## src/rtl/mc_sequencer.sv

```systemverilog
// rtl/mc_sequencer.sv - microcode sequencer with opcode dispatch, step branching and NMI/IRQ entry
//
// Ports:
//   clk, RST            clock, asynchronous active-low reset
//   rdy                 1 = advance, 0 = hold
//   opcode              opcode to dispatch when mc_end=1
//   mc_end              current microword ends its sequence
//   mc_branch, cond     conditional step branch and its selected condition
//   br_step             branch target step
//   nmi_n               active-low NMI, falling-edge sensitive
//   irq_n, i_flag       active-low level IRQ and its mask
//   uaddr               microcode ROM address {base, step}
//   sync                opcode dispatch this cycle
//   irq_ack, nmi_ack    one-cycle pulses on interrupt sequence entry
//   seq_state           0 RESET, 1 RUN, 2 INT
//   step_err            sticky step overflow flag
module mc_sequencer #(
    parameter int              OPW    = 8,
    parameter int              STEPW  = 3,
    parameter logic [OPW-1:0]  RST_OP = 8'h02,
    parameter logic [OPW-1:0]  NMI_OP = 8'h12,
    parameter logic [OPW-1:0]  IRQ_OP = 8'h22,
    localparam int             AW     = OPW + STEPW
) (
    input  logic             clk,
    input  logic             RST,
    input  logic             rdy,
    input  logic [OPW-1:0]   opcode,
    input  logic             mc_end,
    input  logic             mc_branch,
    input  logic             cond,
    input  logic [STEPW-1:0] br_step,
    input  logic             nmi_n,
    input  logic             irq_n,
    input  logic             i_flag,
    output logic [AW-1:0]    uaddr,
    output logic             sync,
    output logic             irq_ack,
    output logic             nmi_ack,
    output logic [1:0]       seq_state,
    output logic             step_err
);

    typedef enum logic [1:0] {
        S_RESET = 2'd0,
        S_RUN   = 2'd1,
        S_INT   = 2'd2
    } state_t;

    state_t           state_q, state_d;
    logic [OPW-1:0]   base_q, base_d;
    logic [STEPW-1:0] step_q, step_d;
    logic             err_q, err_d;
    logic             nmi_q;
    logic             nmi_pend_q, nmi_pend_d;
    logic             nmi_ack_q, nmi_ack_d;
    logic             irq_ack_q, irq_ack_d;
    logic             irq_req;
    logic             take_nmi, take_irq, take_op;
    logic             nmi_edge;

    assign irq_req  = ~irq_n & ~i_flag;
    assign take_nmi = mc_end & nmi_pend_q;
    assign take_irq = mc_end & ~nmi_pend_q & irq_req;
    assign take_op  = mc_end & ~nmi_pend_q & ~irq_req;
    assign nmi_edge = nmi_q & ~nmi_n;

    always_comb begin
        state_d   = state_q;
        base_d    = base_q;
        step_d    = step_q;
        err_d     = err_q;
        // Acks are pulses: they drop after one cycle regardless of rdy.
        nmi_ack_d = 1'b0;
        irq_ack_d = 1'b0;
        // An edge seen in the dispatch cycle survives the clear below.
        nmi_pend_d = (nmi_pend_q & ~(rdy & take_nmi)) | nmi_edge;

        if (rdy) begin
            if (mc_end) begin
                step_d = '0;
                if (take_nmi) begin
                    base_d    = NMI_OP;
                    state_d   = S_INT;
                    nmi_ack_d = 1'b1;
                end else if (take_irq) begin
                    base_d    = IRQ_OP;
                    state_d   = S_INT;
                    irq_ack_d = 1'b1;
                end else begin
                    base_d  = opcode;
                    state_d = S_RUN;
                end
            end else if (mc_branch && cond) begin
                step_d = br_step;
            end else begin
                step_d = step_q + 1'b1;
                if (&step_q) begin
                    err_d = 1'b1;
                end
            end
        end
    end

    always_ff @(posedge clk or negedge RST) begin
        if (!RST) begin
            state_q    <= S_RESET;
            base_q     <= RST_OP;
            step_q     <= '0;
            err_q      <= 1'b0;
            nmi_q      <= 1'b1;
            nmi_pend_q <= 1'b0;
            nmi_ack_q  <= 1'b0;
            irq_ack_q  <= 1'b0;
        end else begin
            state_q    <= state_d;
            base_q     <= base_d;
            step_q     <= step_d;
            err_q      <= err_d;
            nmi_q      <= nmi_n;
            nmi_pend_q <= nmi_pend_d;
            nmi_ack_q  <= nmi_ack_d;
            irq_ack_q  <= irq_ack_d;
        end
    end

    assign uaddr     = {base_q, step_q};
    assign sync      = RST & rdy & take_op;
    assign nmi_ack   = nmi_ack_q;
    assign irq_ack   = irq_ack_q;
    assign seq_state = state_q;
    assign step_err  = err_q;

endmodule

```

## config.mk

```make
export PLATFORM = sky130hd
export DESIGN_NAME = mc_sequencer
export DESIGN_NICKNAME = d
export VERILOG_FILES = /design/src/rtl/mc_sequencer.sv
export SDC_FILE = /design/constraint.sdc
export NUM_CORES = 1
export LEC_CHECK = 0
export BUFFER_PORTS_ARGS = -buffer_cell sky130_fd_sc_hd__buf_2
export CORE_UTILIZATION = 41
export CTS_BUF_LIST = sky130_fd_sc_hd__clkbuf_4
export DETAILED_ROUTE_END_ITERATION = 16
export PLACE_DENSITY = 0.75
export SLEW_MARGIN = 20
export SYNTH_ARGS = -nofsm -noshare
export SYNTH_HDL_FRONTEND = slang
export SYNTH_SLANG_ARGS = --single-unit
export TNS_END_PERCENT = 20
```

## constraint.sdc

```tcl
create_clock -name clk -period 0.9 [get_ports clk]
set_input_delay 0.045 -clock clk [delete_from_list [all_inputs] [get_ports clk]]
set_output_delay 0.045 -clock clk [all_outputs]
set_load 0.1 [all_outputs]
```

# After elaboration in Yosys (flattened, before gate mapping)
# Index checks and enable logic that the tools add are counted.
[totals]
input_bits = 20
n_memories = 0
ram_bits = 0
rom_bits = 0
latchBits = 0
elab_cells = 44
ff_bits = 18
[op_classes]
shifts = 0
n_eq_ne = 0
magnitude_cmp = 0
n_reduce_logical = 3
addsub = 1
bitwise_logic = 19
mux = 13
mul = 0
div = 0
[op_table]
columns = ["cell", "count"]
rows = [
  ["8-bit 2-to-1 mux", 2],
  ["1-bit bitwise AND", 10],
  ["1-bit NOT", 8],
  ["1-bit 2-to-1 mux", 7],
  ["3-bit 2-to-1 mux", 2],
  ["6-bit AND reduction", 1],
  ["2-bit 2-to-1 mux", 2],
  ["3-bit by 1-bit adder with 3-bit output (second input constant)", 1],
  ["2-bit AND reduction", 1],
  ["1-bit logical AND", 1],
  ["1-bit OR", 1],
]

# Depth between registers and ports, before layout
# Gate-level depths: netlist of run 1.
[logic_depth]
word_depth = 7
depth_mapped = 4

# Worst setup path after synthesis of run 1
# No wires, ideal clock.
[synth_timing]
path_kind = "reg-to-reg"
startpoint = "reg step_q[1]"
endpoint = "reg step_q[1]"
stages_incl_launch_ff = 4
path_slack_ps = -705
synth_period_minus_slack_ps = 1605
t_arrival_ps = 1477
cell_sequence = "dfrtp_1 -> ha_1 -> mux2i_1 -> o22ai_1"
[synth_via]
elab_chain_len = 3
[synth_lines]
columns = ["element", "line", "text"]
rows = [
  ["start: declaration", "52", "logic [STEPW-1:0] step_q, step_d;"],
  ["start signal: assignment", "118", "step_q <= step_d;"],
  ["3-bit by 1-bit adder with 3-bit output", "97", "step_d = step_q + 1'b1;"],
  ["3-bit 2-to-1 mux", "94", "end else if (mc_branch && cond) begin"],
  ["3-bit 2-to-1 mux", "80", "if (mc_end) begin"],
]
# No other way between the ends.
# A chain may end at the register's enable or synchronous reset.

# Worst setup path after layout of run 1
[layout_timing]
startpoint = "reg nmi_pend_q"
endpoint = "out sync"
[layout_via]
elab_chain_len = 4
[layout_lines]
columns = ["element", "line", "text"]
rows = [
  ["start: declaration", "55", "logic nmi_pend_q, nmi_pend_d;"],
  ["start signal: assignment", "121", "nmi_pend_q <= nmi_pend_d;"],
  ["1-bit NOT", "65", "assign take_op = mc_end & ~nmi_pend_q & ~irq_req;"],
  ["1-bit bitwise AND (2 in a row)", "65", ""],
  ["1-bit bitwise AND", "128", "assign sync = RST & rdy & take_op;"],
  ["end: declaration", "37", "output logic sync,"],
]
# No other way between the ends.

==> out/metrics.csv, run 1 <==
stage,metric,value,unit
flow_run,Max Cap Viol,0,
power,Reg power frac,33.9,%
setup_path,Critical Path Start Type,register,
yosys,post-synthesis area per instance,11.7,µm²
sta,RSZ-0062 raised after global routing,true,
clock_tree,TritonCTS clock tree,built,
clock_tree,CTS Buf Count,3,
power,Total Power,0.00311,W
final_layout,most frequent cells in the layout,"19 x buf_2, 17 x buf_12, 11 x buf_4",
setup_path,kind of cell adding the most delay to the critical path,flip-flops,
final_layout,area grow syn2layout,108,%
final_layout,Nets,150,
power,Leak Pwr,0.716,nW
outcome,failing checks,setup timing,
clock_tree,H-tree Lvls,1,
setup_path,"Buf+Inv Stages, Crit Path",1,
sta,Final Hold Fails,0,
setup_path,CP Capture Type,primary output,
die,Die ar.,1960,µm²
final_layout,fill count,38,
clock_tree,clk slew on worst S/H paths,0.12,ns
yosys,synth unique cells,26,
die,starting density of the core,46.1,%
placement,post-DP HPWL,1540,µm
placement,Placer Congestion,0.805,
clock_tree,CTS root buf,clkbuf_4,
sta,final setup margin,-0.480,ns
yosys,Post-Synthesis Cell Area,734,µm²
die,IO Pins,37,
detailed_routing,vias per inst,5.81,
setup_path,Critical Path RT,0.85,ns
placement,Buffers on Ports,36,
yosys,register area share after synthesis,61.7,%
sta,Tmin final,1.38,ns
final_layout,layout cells sized above 1,60.9,%
yosys,Seq cells post-synth,18,
setup_path,CP max FO,2,
detailed_routing,initial drt markers,38,
clock_tree,worst skew pair latency,0.33,ns
global_routing,initial antenna violation count,0,
power,Peak VDD IR,1.66,mV
sta,final setup vio count,34,
clock_tree,Longest Clk Path Bufs,2,
yosys,yosys warns,0,
power,Sw Ratio,45.4,%
outcome,outcome,"finished, violations left",
setup_path,slowest cell delay on critical path,0.44,ns
global_routing,first-pass GRT wire length,4230,µm
sta,actual slew at the worst max-slew pin,0.310,ns
sta,"Slew Viols, Final",0,
power,PD cells,2040,nW/µm²
detailed_routing,first-pass detailed-route iteration total,4,
global_routing,vias in the first global route,854,
final_layout,antenna cell count,0,
yosys,"Net Count, Synth",84,
power,Switch Pwr,0.00141,W
yosys,Syn Inst Count,63,
sta,Setup TNS,-5.55,ns
power,combinational group share of total power,50.6,%
detailed_routing,Vias,883,
die,Die Y,44.3,µm
worst_hold_path,HP Class,in -> reg,
sta,relative slew slack,79.3,%
setup_path,WS Path Type,reg -> out,
die,Die W,44.3,µm
global_routing,global route overflow,0,
global_routing,GRT Util Overall,32.9,%
power,Clock power frac,15.5,%
sta,clk_skew,0.00256,ns
setup_path,cells along the critical path,"nor3_4, and2_4, buf_12",
setup_path,CP max-delay cell,dfrtp_1,
detailed_routing,Routed wire per std cell,24.8,µm
die,core area,1590,µm²
setup_path,WP data arrival,1.33,ns
sta,Tcrit/Tclk final,153,%
clock_tree,Sink Count,18,
detailed_routing,drc violations,0,
global_routing,largest net degree at the start of global routing,19,
sta,Peak Freq,725,MHz
detailed_routing,Antenna Nets Post-Route,0,
power,P_int,0.00170,W
final_layout,"commonest non-fill, non-tap cell in the layout",buf_2,
die,Cell Rows,14,
detailed_routing,total wire length,3770,µm
[layer usage]
metal	vias up	track usage (%)	wire length, µm
li1	356	-	-
met1	436	35.6	1260
met2	65	56.5	1980
met3	26	10.2	258
met4	0	18.8	272
met5	-	0	0
[power groups by stage]
stage	logic [W]	clock network, W	registers [W]
after floorplan	0.000152	0	0.00166
after global placement	0.00135	0	0.00104
after detailed placement	0.00138	0	0.00105
after CTS	0.00145	0.000426	0.00104
after global routing	0.00161	0.000506	0.00106
final	0.00157	0.000482	0.00105
[cells in the mapped netlist, drive strengths merged]
| cell type | n | share of area, % |
|---|---|---|
| nor3 | 2 | 2.9 |
| nor2 | 5 | 2.6 |
| ha | 1 | 1.7 |
| o31ai | 1 | 1.0 |
| buf | 1 | 0.68 |
| nand2 | 5 | 2.9 |
| inv | 5 | 2.6 |
| and3 | 2 | 1.7 |
| o22ai | 2 | 1.7 |
| nand3 | 1 | 0.68 |
| nor4 | 1 | 0.85 |
| a31oi | 1 | 0.85 |
| a31o | 1 | 1.2 |
| nand2b | 1 | 0.85 |
| o21a | 1 | 1.0 |
| o21ai | 2 | 1.4 |
| mux2i | 2 | 2.7 |
| a22o | 5 | 6.0 |
| dfstp | 2 | 7.2 |
| and2 | 1 | 0.85 |
| dfrtp | 16 | 55 |
| a21oi | 3 | 2.0 |
| o221ai | 1 | 1.2 |
| a21o | 1 | 1.0 |
[area by class of cell]
cell class | instances | area [µm²] | share of cell area (%)
Multi-Input combinational cell | 39 | 299 | 19.6
Inverter | 5 | 21.3 | 1.39
Sequential cell | 18 | 474 | 31.1
Clock buffer | 3 | 22.5 | 1.48
Timing Repair Buffer | 62 | 674 | 44.2
Tap cell | 24 | 30.0 | 1.97
Clock inverter | 1 | 3.75 | 0.246
[through the flow]
stage          util, %  hold slack (ns)  setup slack [ns]  area, µm²  std cells
2_1_floorplan        -           -0.251            -0.299        771         63
3_3_place_gp      83.4           0.0248            -0.124       1330        135
3_5_place_dp      83.4           0.0228            -0.166       1330        135
4_1_cts           93.2           0.0147            -0.395       1490        150
5_1_grt           95.7           0.0467            -0.506       1530        152
6_report          95.7           0.0654            -0.480       1530        152
[final timing paths]
| path | from | endpoint | slack, ns | depth (start not counted) |
|---|---|---|---|---|
| setup reg to reg | step_q[1] | step_q[2] | -0.30 | 3 |
| hold reg to reg | nmi_q | nmi_pend_q | 0.53 | 2 |
| max in group asynchronous | RST | base_q[1] | 0.38 | 3 |
| min in group asynchronous | RST | base_q[0] | 0.27 | 3 |
| setup / recovery | nmi_pend_q | sync | -0.48 | 3 |
| hold / removal | br_step[0] | step_q[0] | 0.07 | 3 |
[worst min-delay path, delay by kind of cell]
family                 cells  cell delay [ns]
AO/OA/AOI/OAI              1             0.13
buffers and inverters      1             0.10
multiplexers               1             0.07
[cell families after synthesis]
logic type | count (synthesis) | share of synthesized area [%]
AO/OA/AOI/OAI | 18 | 17.4
AND/OR/NAND/NOR | 18 | 13.3
flip-flops | 18 | 61.7
buffers and inverters | 6 | 3.24
multiplexers | 2 | 2.73
adder cells (fa/ha/maj) | 1 | 1.70
[flip-flops by register name, indices dropped and copies added, names as in the netlist]
| signal | cells |
|---|---|
| step_q | 3 |
| nmi_ack | 1 |
| nmi_pend_q | 1 |
| nmi_q | 1 |
| base_q | 8 |
| irq_ack | 1 |
| seq_state | 2 |
| step_err | 1 |
[timing repair]
action,in CTS,in global routing
endpoints found under the hold margin,27,0
endpoints found under the setup margin,31,32
pin swaps,0,1
buffers inserted,1,2
hold buffers,10,0
resized for setup,7,9
No activity file was read; power rests on OpenSTA's default activity.
==> run 2: changes to the inputs <==
--- a/config.mk
+++ b/config.mk
@@ -5,8 +5,9 @@
 export SDC_FILE = /design/constraint.sdc
 export NUM_CORES = 1
 export LEC_CHECK = 0
+export ABC_AREA = 1
 export BUFFER_PORTS_ARGS = -buffer_cell sky130_fd_sc_hd__buf_2
-export CORE_UTILIZATION = 41
+export CORE_UTILIZATION = 42
 export CTS_BUF_LIST = sky130_fd_sc_hd__clkbuf_4
 export DETAILED_ROUTE_END_ITERATION = 16
 export PLACE_DENSITY = 0.75
==> out/metrics.csv, run 2 <==
stage,metric,value,unit,change
outcome,outcome,"finished, violations left",,
outcome,failing checks,"hold timing, setup timing",,
final_layout,"commonest non-fill, non-tap cell in the layout",nand2_1,,
sta,"Slew Viols, Final",0,,unchanged
die,Die W,45.4,µm,+2.4%
placement,pre-CTS setup slack,-0.156,ns,+0.00930 ns
clock_tree,clk slew on worst S/H paths,0.11,ns,about the same
setup_path,Critical Path RT,0.85,ns,about the same
clock_tree,H-tree Lvls,1,,unchanged
final_layout,area grow syn2layout,88.3,%,
power,Total Power,0.00285,W,-8.4%
detailed_routing,Antenna Nets Post-Route,0,,unchanged
placement,Placed Cells,164,,+21%
worst_hold_path,HP Class,in -> reg,,
setup_path,Critical Path Start Type,register,,
yosys,Post-Synthesis Cell Area,791,µm²,+7.7%
sta,RSZ-0062 raised after global routing,true,,
sta,final setup margin,-0.253,ns,+0.226 ns
clock_tree,CTS Buf Count,3,,unchanged
yosys,XOR/XNOR share of the synthesized area,0,%,unchanged
sta,final setup vio count,29,,-15%
final_layout,antenna cell count,0,,unchanged
die,Die Y,45.4,µm,+2.4%
final_layout,fill count,88,,+130%
sta,actual slew at the worst max-slew pin,0.352,ns,+0.0423 ns
yosys,Post-synth EDFFs,0,,unchanged
yosys,Syn Inst Count,96,,+52%
final_layout,most frequent cells in the layout,"27 x nand2_1, 19 x buf_2, 17 x buf_12",,
die,core area,1750,µm²,+9.5%
sta,Min Hold Slack,-0.00550,ns,-0.0709 ns
global_routing,first-pass GRT wire length,4070,µm,-3.7%
final_layout,"Most flops, register",base_q,,
detailed_routing,total wire length,2630,µm,-30%
detailed_routing,drc violations,0,,unchanged
final_layout,Nets,174,,+16%
yosys,most common cell in the netlist,nand2_1,,
placement,Buffers on Ports,36,,unchanged
setup_path,Reg2Reg Capture Point,step_q[0],,
final_layout,layout cells sized above 1,48.0,%,-13 points
sta,clk_skew,0.00157,ns,-0.000989 ns
sta,Peak Freq,867,MHz,+20%
yosys,multiplexer share of the synthesized area,0,%,-2.7 points
clock_tree,worst skew pair latency,0.29,ns,-0.04 ns
yosys,top cell type's share of synthesized area,50.6,%,-3.9 points
setup_path,r2r worst-path depth,5,,+2
die,Cell Rows,15,,+1
die,starting density of the core,45.3,%,-0.77 points
placement,post-DP HPWL,1670,µm,+8.3%
yosys,Synth Area in Compound Gates,5.54,%,-12 points
sta,Final Hold Fails,1,,+1
sta,Tmin final,1.15,ns,-0.226 ns
detailed_routing,initial drt markers,23,,-39%
global_routing,largest net degree at the start of global routing,19,,unchanged
setup_path,RR Startpoint,step_q[0],,
worst_hold_path,WHS Endpoint,base_q[7],,
placement,Placer Congestion,0.809,,+0.45%
sta,Tcrit/Tclk final,128,%,-25 points
setup_path,CP max FO,2,,unchanged
yosys,Synth Area in Simple Gates,29.0,%,+16 points
yosys,post-synth top area cell,dfrtp_1,,
yosys,Post-Synth Adder-Cell Area,1.58,%,-0.12 points
clock_tree,Longest Clk Path Bufs,2,,unchanged
yosys,leading cell types by count after synthesis,"30 x nand2_1, 18 x nor2_1, 16 x dfrtp_1",,
final_layout,max FFs per register,8,,unchanged
clock_tree,Sink Count,18,,unchanged
global_routing,initial antenna violation count,0,,unchanged
setup_path,CP startpoint,nmi_pend_q,,
detailed_routing,vias per inst,4.90,,-16%
global_routing,vias in the first global route,898,,+5.2%
flow_run,Max Cap Viol,0,,unchanged
setup_path,R2R setup slack,-0.19,ns,+0.11 ns
yosys,Main synth FF type,dfrtp_1,,
die,IO Pins,37,,unchanged
detailed_routing,Vias,868,,-1.7%
power,Leak Pwr,0.759,nW,+6.1%
final_layout,Final Instance Count excl. Fillers,177,,+16%
clock_tree,TritonCTS clock tree,built,,
global_routing,global route overflow,0,,unchanged
yosys,Seq cells post-synth,18,,unchanged
setup_path,CP Capture Type,primary output,,
detailed_routing,first-pass detailed-route iteration total,4,,unchanged
yosys,Synth area leaders,"dfrtp_1 51%, nand2_1 14%, nor2_1 8.5%",,
yosys,combinational family with the most area after synthesis,simple AND/OR/NAND/NOR gates,,
yosys,yosys warns,0,,unchanged
global_routing,GRT Util Overall,28.7,%,-4.2 points
power,Peak VDD IR,1.43,mV,-14%
yosys,synth unique cells,15,,-42%
yosys,"Net Count, Synth",117,,+39%
die,Die ar.,2060,µm²,+4.9%
worst_hold_path,Worst Hold Launch,opcode[7],,
sta,relative slew slack,76.3,%,-3.0 points
yosys,ys async rst share,100,%,unchanged
worst_hold_path,Hold Crit Depth,3,,unchanged
setup_path,WS Path Type,reg -> out,,
yosys,register area share after synthesis,57.3,%,-4.4 points
detailed_routing,Routed wire per std cell,14.8,µm,-40%
yosys,post-synthesis area per instance,8.24,µm²,-29%
clock_tree,CTS root buf,clkbuf_4,,
setup_path,WP data arrival,1.11,ns,-0.22 ns
power,PD cells,1910,nW/µm²,-6.2%
## run 2: cell types whose count changed after synthesis, moves of 2 or more
cell / before / now
a21oi_1: 3 / 0
a22o_1: 5 / 0
and3_1: 2 / 0
inv_1: 5 / 10
mux2i_1: 2 / 0
nand2_1: 4 / 30
nand3_1: 1 / 6
nor2_1: 5 / 18
o21ai_1: 0 / 4
## run 2: final cells by class
class / count / area (µm²) / share of cell area [%]
repair buffers: 53 / 586 / 39.3
well taps: 25 / 31.3 / 2.10
inverters: 11 / 41.3 / 2.77
clock buffers: 3 / 22.5 / 1.51
flip-flops and latches: 18 / 470 / 31.6
multi-input cells: 66 / 334 / 22.4
clock inverters: 1 / 3.75 / 0.252
## run 2: how the worst max path moves through the flow
stage,end,slack [ns]
3_3_place_gp,step_q[1],-0.12
6_report,sync,-0.25
3_5_place_dp,step_q[1],-0.16
5_1_grt,sync,-0.32
4_1_cts,sync,-0.28
2_1_floorplan,step_q[1],-0.31
## run 2: repair_timing
action,CTS,global route
setup buffers,2,1
pin swaps,3,5
gates resized for setup,7,6
hold buffers,5,1
endpoints found under the hold margin,23,1
cloned,0,0
setup endpoints to repair,27,32
## run 2: power breakdown
group / internal [W] / switching (W) / total [W] / leakage [nW]
sequential: 0.000921 / 0.000108 / 0.00103 / 0.218
combinational: 0.000514 / 0.000880 / 0.00139 / 0.526
clock: 0.000161 / 0.000261 / 0.000422 / 0.0154
## run 2: per-stage QoR
stage	instance area, µm²	TNS [ns]	utilization [%]
floorplan	828	-3.36	-
global placement	1340	-0.342	77.0
detailed placement	1340	-0.776	77.0
CTS	1450	-2.34	83.2
global route	1490	-4.15	85.3
finish	1490	-2.82	85.3
## run 2: critical path, stage by stage (launching register included)
cell	delay, ns
dfrtp_1	0.40
inv_2	0.08
nand2_4	0.05
nor2_4	0.10
buf_12	0.18
## run 2: logic make-up after synthesis
| logic type | after synthesis |
|---|---|
| buffers and inverters | 12 |
| AND/OR/NAND/NOR | 57 |
| flip-flops | 18 |
| AO/OA/AOI/OAI | 8 |
| adder cells (fa/ha/maj) | 1 |
## run 2: metal layers
layer | GRT usage, % | routed length, µm | vias up
met3 | 6.75 | 110 | 4
met5 | 0 | 0 | -
met4 | 13.9 | 29 | 0
li1 | - | - | 409
met1 | 33.2 | 939 | 414
met2 | 49.4 | 1550 | 41
